==> src/rtl/facache_ctrl_pkg.sv <==
// facache_ctrl_pkg: shared state encoding, port ids and counter helpers for the cache controller
package facache_ctrl_pkg;
  typedef enum logic [2:0] {
    S_IDLE    = 3'd0,
    S_ISSUE   = 3'd1,
    S_CHECK   = 3'd2,
    S_MEMREQ  = 3'd3,
    S_MEMWAIT = 3'd4,
    S_FILL    = 3'd5
  } state_t;
  localparam logic P0 = 1'b0;
  localparam logic P1 = 1'b1;
  localparam logic [15:0] CNT_MAX = 16'hFFFF;
  function automatic logic [15:0] sat_inc(input logic [15:0] v);
    return v == CNT_MAX ? v : v + 16'd1;
  endfunction
endpackage

==> src/rtl/facache_ctrl_arb.sv <==
// rr_arb2: two-requester round-robin arbiter; port 0 wins the first contested grant after reset
module rr_arb2 (
  input  logic       clk,
  input  logic       rst_n,
  input  logic [1:0] req,
  input  logic       advance,
  output logic [1:0] grant
);
  logic r_last;
  always_comb grant = req == 2'b11 ? (r_last ? 2'b01 : 2'b10) : req;
  always_ff @(posedge clk or negedge rst_n)
    if (!rst_n) r_last <= 1'b1;
    else if (advance && |grant) r_last <= grant[1];
endmodule

==> src/rtl/facache_ctrl.sv <==
// facache_ctrl: serialises two read ports onto the LRU cache, filling misses from backing memory
module facache_ctrl
  import facache_ctrl_pkg::*;
#(
  parameter int DEBUG = 0,
  parameter int W     = 16
) (
  input  logic         clk,
  input  logic         rst_n,
  input  logic         req0_valid,
  input  logic [W-1:0] req0_adr,
  output logic         req0_ready,
  output logic         resp0_valid,
  output logic [W-1:0] resp0_data,
  input  logic         req1_valid,
  input  logic [W-1:0] req1_adr,
  output logic         req1_ready,
  output logic         resp1_valid,
  output logic [W-1:0] resp1_data,
  output logic [W-1:0] c_adr,
  output logic         c_readEnable,
  output logic [W-1:0] c_insert_adr,
  output logic [W-1:0] c_data_in,
  output logic         c_valid_in,
  input  logic [W-1:0] c_data_out,
  input  logic         c_valid_out,
  output logic         mem_req_valid,
  output logic [W-1:0] mem_req_adr,
  input  logic         mem_req_ready,
  input  logic         mem_resp_valid,
  input  logic [W-1:0] mem_resp_data,
  output logic [15:0]  hit_count,
  output logic [15:0]  miss_count
);
  state_t       r_state;
  logic         r_id, r_resp0_valid, r_resp1_valid;
  logic [W-1:0] r_adr, r_data, r_resp0_data, r_resp1_data;
  logic [15:0]  r_hit_cnt, r_miss_cnt;
  logic [1:0]   w_grant;
  logic         w_idle, w_hit, w_resp;
  logic [W-1:0] w_rdata;

  rr_arb2 u_arb (
    .clk    (clk),
    .rst_n  (rst_n),
    .req    ({req1_valid, req0_valid}),
    .advance(w_idle),
    .grant  (w_grant)
  );

  always_comb begin
    w_idle  = r_state == S_IDLE;
    w_hit   = r_state == S_CHECK && c_valid_out;
    w_resp  = w_hit || r_state == S_FILL;
    w_rdata = w_hit ? c_data_out : r_data;
  end

  assign req0_ready    = w_idle && w_grant[0];
  assign req1_ready    = w_idle && w_grant[1];
  assign resp0_valid   = r_resp0_valid;
  assign resp0_data    = r_resp0_data;
  assign resp1_valid   = r_resp1_valid;
  assign resp1_data    = r_resp1_data;
  assign c_adr         = r_adr;
  assign c_readEnable  = r_state == S_ISSUE;
  assign c_insert_adr  = r_adr;
  assign c_data_in     = r_data;
  assign c_valid_in    = r_state == S_FILL;
  assign mem_req_valid = r_state == S_MEMREQ;
  assign mem_req_adr   = r_adr;
  assign hit_count     = r_hit_cnt;
  assign miss_count    = r_miss_cnt;

  // cache/memory handshakes are only sampled in their own state, so stale or late strobes are dropped
  always_ff @(posedge clk or negedge rst_n) begin
    if (!rst_n) begin
      r_state       <= S_IDLE;
      r_id          <= P0;
      r_adr         <= '0;
      r_data        <= '0;
      r_resp0_valid <= 1'b0;
      r_resp1_valid <= 1'b0;
      r_resp0_data  <= '0;
      r_resp1_data  <= '0;
      r_hit_cnt     <= '0;
      r_miss_cnt    <= '0;
    end else begin
      r_resp0_valid <= w_resp && r_id == P0;
      r_resp1_valid <= w_resp && r_id == P1;
      if (w_resp && r_id == P0) r_resp0_data <= w_rdata;
      if (w_resp && r_id == P1) r_resp1_data <= w_rdata;
      case (r_state)
        S_IDLE: if (|w_grant) begin
          r_adr   <= w_grant[1] ? req1_adr : req0_adr;
          r_id    <= w_grant[1] ? P1 : P0;
          r_state <= S_ISSUE;
        end
        S_ISSUE: r_state <= S_CHECK;
        S_CHECK: begin
          r_state <= c_valid_out ? S_IDLE : S_MEMREQ;
          if (c_valid_out) r_hit_cnt <= sat_inc(r_hit_cnt);
        end
        S_MEMREQ: if (mem_req_ready) r_state <= S_MEMWAIT;
        S_MEMWAIT: if (mem_resp_valid) begin
          r_data  <= mem_resp_data;
          r_state <= S_FILL;
        end
        S_FILL: begin
          r_miss_cnt <= sat_inc(r_miss_cnt);
          r_state    <= S_IDLE;
        end
        default: r_state <= S_IDLE;
      endcase
    end
  end

  if (DEBUG != 0) begin : g_debug
  end
endmodule

==> config.mk <==
export PLATFORM = sky130hd
export DESIGN_NAME = facache_ctrl
export DESIGN_NICKNAME = d
export VERILOG_FILES = /design/src/rtl/facache_ctrl_pkg.sv /design/src/rtl/facache_ctrl_arb.sv /design/src/rtl/facache_ctrl.sv
export SDC_FILE = /design/constraint.sdc
export NUM_CORES = 1
export LEC_CHECK = 0
export CELL_PAD_IN_SITES_DETAIL_PLACEMENT = 0
export CELL_PAD_IN_SITES_GLOBAL_PLACEMENT = 2
export CORE_MARGIN = 3
export CORE_UTILIZATION = 27
export CTS_BUF_LIST = sky130_fd_sc_hd__clkbuf_2
export DETAILED_ROUTE_END_ITERATION = 10
export GPL_ROUTABILITY_DRIVEN = 1
export PLACE_DENSITY = 0.84
export SYNTH_ARGS = -nofsm -noshare
export SYNTH_HDL_FRONTEND = slang
export SYNTH_HIERARCHICAL = 1
export SYNTH_SLANG_ARGS = --single-unit
export TNS_END_PERCENT = 10
==> constraint.sdc <==
create_clock -name clk -period 1.9 [get_ports clk]
set_input_delay 0.38 -clock clk [delete_from_list [all_inputs] [get_ports clk]]
set_output_delay 0.38 -clock clk [all_outputs]
set_load 0.05 [all_outputs]
# --- Word level (Yosys, flattened, before mapping) ---
# Index checks and enable logic that the tools add are counted.
totals:
  word_cells: 51
  out_inout_bits: 135
  inputBits: 71
  register_bits: 103
classes:
  n_eq_ne: 11
  addsub: 2
  reduce_logical: 14
  bitwise_logic: 3
  n_mux: 10
op_table:
  columns: ["operator", "n"]
  rows:
  - ["$add A16 B1 Y16 const B", 2]
  - ["$eq A16 B16 Y1 const B", 2]
  - ["$mux W16", 2]
  - ["$pmux W3 S5", 1]
  - ["$mux W3", 3]
  - ["$eq A3 B2 Y1 const B", 2]
  - ["$eq A3 B3 Y1 const B", 2]
  - ["$logic_and A1 B1 Y1", 6]
  - ["$mux W2", 3]
  - ["$reduce_and A2 Y1", 3]
  - ["$reduce_and A3 Y1", 2]
  - ["$ne A2 B2 Y1 const B", 2]
  - ["$eq A3 B1 Y1 const B", 1]
  - ["$logic_not A3 Y1", 1]
  - ["$not A1 Y1", 3]
  - ["$eq A2 B2 Y1 const B", 1]
  - ["$ne A2 B1 Y1 const B", 1]
  - ["$reduce_or A2 Y1", 1]
  - ["$logic_or A1 B1 Y1", 1]
  - ["$mux W1", 1]

# --- Logic depth before layout (Yosys ltp) ---
depth:
  word_depth: 5
  ltp_mapped: 6
  mapped_depth_nobuf: 5

# --- Hierarchy ---
# Netlist, hierarchy kept.
modules_own_cells:
  columns: ["mod", "cells_each", "area_per_inst_um2", "n_inst"]
  rows:
  - ["facache_ctrl", 434, 4849.7, 1]
  - ["rr_arb2", 6, 56.3, 1]

# --- Worst setup path after synthesis ---
# No wires, ideal clock.
synth_timing:
  path_kind: "register to register"
  start: "register r_hit_cnt[0], in the netlist hit_count[0]"
  end: "register r_hit_cnt[6], in the netlist hit_count[6]"
  synth_period_minus_slack_ns: 1.979
  stages_incl_launch_ff: 7
  path_buffers: 1
  t_arrival_ns: 1.833
  path_slack_ns: -0.079
  required_time_ns: 1.754
  setup_time_ns: 0.146
  path_cell_list: "dfrtp_1 ha_1 nand3_1 nor4_2 buf_4 nor4_2 xor2_1"
synth_via:
  elab_chain_cells: 3
  elab_cells_between_ends: 4
synth_lines:
  columns: ["item", "line_no", "text"]
  rows:
  - ["start: declaration", "facache_ctrl.sv:38", "logic [15:0] r_hit_cnt, r_miss_cnt;"]
  - ["start signal: assignment", "facache_ctrl.sv:101", "if (c_valid_out) r_hit_cnt <= sat_inc(r_hit_cnt);"]
  - ["branches (longest 3 deep; another with $add A16 B1 Y16)", null, null]
# Parallel ways; which one is timed is not known.
# A chain may end at the register's enable or synchronous reset.

# --- Worst setup path in the final report ---
layout_timing:
  start: "register u_arb.r_last"
  end: "output req1_ready"
layout_via:
  elab_chain_cells: 3
layout_lines:
  columns: ["item", "line_no", "text"]
  rows:
  - ["start: declaration", "facache_ctrl_arb.sv:9", "logic r_last;"]
  - ["start signal: assignment", "facache_ctrl_arb.sv:13", "else if (advance && |grant) r_last <= grant[1];"]
  - ["$mux W2 (2 in a row)", "facache_ctrl_arb.sv:10", "always_comb grant = req == 2'b11 ? (r_last ? 2'b01 : 2'b10) : req;"]
  - ["via w_grant[1]", "facache_ctrl.sv:39", "logic [1:0] w_grant;"]
  - ["$logic_and A1 B1 Y1", "facache_ctrl.sv:59", "assign req1_ready = w_idle && w_grant[1];"]
  - ["end: declaration", "facache_ctrl.sv:17", "output logic req1_ready,"]
# The timed path passes the listed nets, and every way through them passes these cells.

==> impl_metrics.py <==
metrics = {
    "outcome": {
        "status": "finished, violations left",
        "violations": "negative setup slack",
    },
    "die": {
        "floorplan.rows": 48,
        "io_pins": 206,
        "die_area_um2": 19800,
        "die_w_um": 141,
        "die_y_um": 141,
        "start_util_pct": 28.0,
        "core_um2": 17500,
    },
    "drt": {
        "avgViaCountPerCell": 4.53,
        "ant_nets": 0,
        "num_vias": 3958,
        "drc_errors": 0,
        "dr.pass1.iters": 4,
        "routed_wl_mm": 13.6,
        "drt_iter0_drc": 158,
        "wire_per_inst_um": 15.5,
    },
    "timing": {
        "skew_ns": 0.0496,
        "maxSlewHeadroom_pct": 58.3,
        "hold_viol_final": 0,
        "slew_violations": 0,
        "worst_slack_ns": -0.198,
        "max_freq_ghz": 0.477,
        "tightest_slew_ns": 0.626,
        "finalCritPeriodShare_pct": 110,
        "finalSetupViolCount": 5,
        "min_period_ns": 2.10,
        "rsz0062_at_grt": "yes",
    },
    "setup_path": {
        "rr_startpoint": "r_state[1]",
        "path_max_fanout": 2,
        "crit_required_ns": 1.52,
        "path_class": "reg2out",
        "cp-start-kind": "flip-flop",
        "crit_arrival_ns": 1.72,
        "critPathLaunch": "u_arb/r_last",
        "end_kind": "output port",
    },
    "final_layout": {
        "multiInputGateArea_um2": 1980,
        "syn2layout_area_growth_pct": 45.6,
        "diodes": 0,
        "layout.nets": 716,
        "finalNonFillerCells": 873,
        "regArea_um2": 2580,
        "layout-drive-gt1-share_pct": 37.5,
        "fillers": 1709,
    },
    "placement": {
        "dp_hpwl_mm": 10.1,
        "port_buffers": 205,
        "dp.cells": 846,
        "place_congestion": 0.778,
    },
    "synthesis": {
        "synthesis.nets": 513,
        "yosysMostFrequentCell": "dfrtp_1",
        "async_flop_share_pct": 100,
        "synthTopCellsByCount": "dfrtp_1, nor2_1, a21oi_1, buf_4",
        "synth_warnings": 6,
        "synth_flop_cell": "dfrtp_1",
        "synth-edff-count": 0,
        "synthDominantCellAreaShare_pct": 52.0,
        "synth.distinct_cells": 46,
        "ys_seq_area_share_pct": 52.6,
        "avgSynthCellArea_um2": 11.1,
        "yosysTopAreaCell": "dfrtp_1",
        "synth-seq-cells": 103,
        "syn_inst": 440,
        "netlist_top_cells_area": "dfrtp_1, mux2i_1, buf_4",
        "syn_area_um2": 4910,
    },
    "clock_tree": {
        "cts.sinks": 103,
        "cts_tree": "yes",
        "clockBufferDepth": 2,
        "numCtsBuffers": 9,
        "root_buffer": "clkbuf_2",
        "htree_levels": 3,
        "clkTransAtPathRegs_ns": 0.31,
        "insertion_delay_ns": 0.62,
    },
    "global_route": {
        "grt_use_met3_pct": 4.44,
        "grt.overflow.total": 0,
        "grt_pass1_vias": 4138,
        "grt-busiest-layer": "met2",
        "antenna_found_initial": 0,
        "grt_max_degree": 104,
        "gr-usage-all-layers_pct": 13.9,
        "grt_use_met1_pct": 16.6,
        "grt_pass1_wl_mm": 21.8,
        "met2_usage_pct": 23.6,
    },
    "job": {
        "drv_cap": 0,
    },
    "power_and_ir_drop": {
        "powerDensity_nw_per_um2": 1880,
        "p_leak_uw": 0.00340,
        "total_power_uw": 13400,
        "ir_drop_v": 0.00143,
    },
    "min_path": {
        "hold_class": "in2async",
    },
}
==> stage by stage <==
stage | setup slack (ns) | TNS [ns] | cell area [µm²] | util [%] | hold slack [ns]
finish | -0.198 | -0.732 | 7140 | 40.7 | 0.302
global route | -0.350 | -1.49 | 7140 | 40.7 | 0.249
CTS | -0.273 | -1.16 | 7190 | 41.0 | 0.252
detailed placement | -0.0886 | -1.51 | 6910 | 39.4 | 0.474
global placement | -0.0121 | -0.126 | 6910 | 39.4 | 0.462
floorplan | 0.0472 | 0 | 4910 | - | 0.0844
==> registers in the layout, summed over array words and instances, names as in the netlist, 3 cells and up <==
signal,count
miss_count,16
resp1_data,16
resp0_data,16
c_data_in,16
r_state,3
c_adr,16
hit_count,16
==> repair_timing <==
item                                    CTS  global route
endpoints found under the hold margin   102             0
endpoints found under the setup margin   22            14
resized for setup                        66            17
pin swaps                                 4             0
buffers inserted                         10             0
cloned                                    0             0
hold buffers                              1             0
==> placed cells by master, fill, tap and decap left out, types with 4 or more instances in the layout <==
cell,count
and4_1,4
nand2_1,31
mux2i_1,32
xnor2_1,11
xor2_1,15
a21oi_1,38
dfrtp_1,99
buf_2,9
o21ai_0,19
buf_4,146
nor3_1,4
clkdlybuf4s50_1,69
clkbuf_2,9
nor2_1,41
clkdlybuf4s15_2,8
nor3_2,5
buf_12,9
nand4_1,11
nor4_2,7
mux2_2,19
nand3_1,9
==> final timing paths <==
check                                 end  slack (ns)  cells past startpoint
max in group asynchronous    hit_count[0]        1.02                      3
max reg2reg                 c_data_in[13]        0.14                      5
min in group clk             c_data_in[8]        0.33                      2
max                            req1_ready       -0.20                      4
min reg2reg                resp1_data[14]        0.52                      2
min                             c_adr[10]        0.30                      3
==> logic make-up (layout without fill, tap and decap cells) <==
| family | after synthesis | count (layout) | share of synthesized area, % |
|---|---|---|---|
| xor gates and xnor gates | 26 | 26 | 4.64 |
| and+or+nand+nor | 133 | 133 | 15.8 |
| adders and majority gates | 2 | 2 | 0.510 |
| AOI/OAI and AO/OA | 69 | 69 | 7.70 |
| DFF | 103 | 103 | 52.6 |
| buffers and inverters | 56 | 264 | 7.91 |
| muxes | 51 | 51 | 10.9 |
==> report_power, final <==
part	leakage, µW	internal, µW	switching, µW
Clock	0.0000762	436	784
Combinational	0.00202	2720	5760
Sequential	0.00130	3020	687
==> final cells by class <==
| class | count | area share [%] |
|---|---|---|
| Tap cell | 225 | 3.94 |
| Clock inverter | 7 | 1.35 |
| Timing Repair Buffer | 244 | 29.9 |
| Multi-Input combinational cell | 281 | 27.8 |
| Clock buffer | 9 | 0.631 |
| Sequential cell | 103 | 36.2 |
| Inverter | 4 | 0.245 |
==> per-layer routing <==
| metal | vias up | wire (µm) | share of wire [%] |
|---|---|---|---|
| met1 | 1863 | 5380 | 40 |
| met3 | 14 | 1240 | 9.2 |
| met4 | 0 | 190 | 1.4 |
| met5 | - | 0 | 0 |
| li1 | 1921 | - | - |
| met2 | 160 | 6740 | 50 |
==> worst max-delay path, cell delays in order (launching register included) <==
cell and delay (ns):
dfstp_2 0.63, buf_6 0.11, a21boi_4 0.05, and2_4 0.17
buf_12 0.14
(Power assumes the default switching activity.)
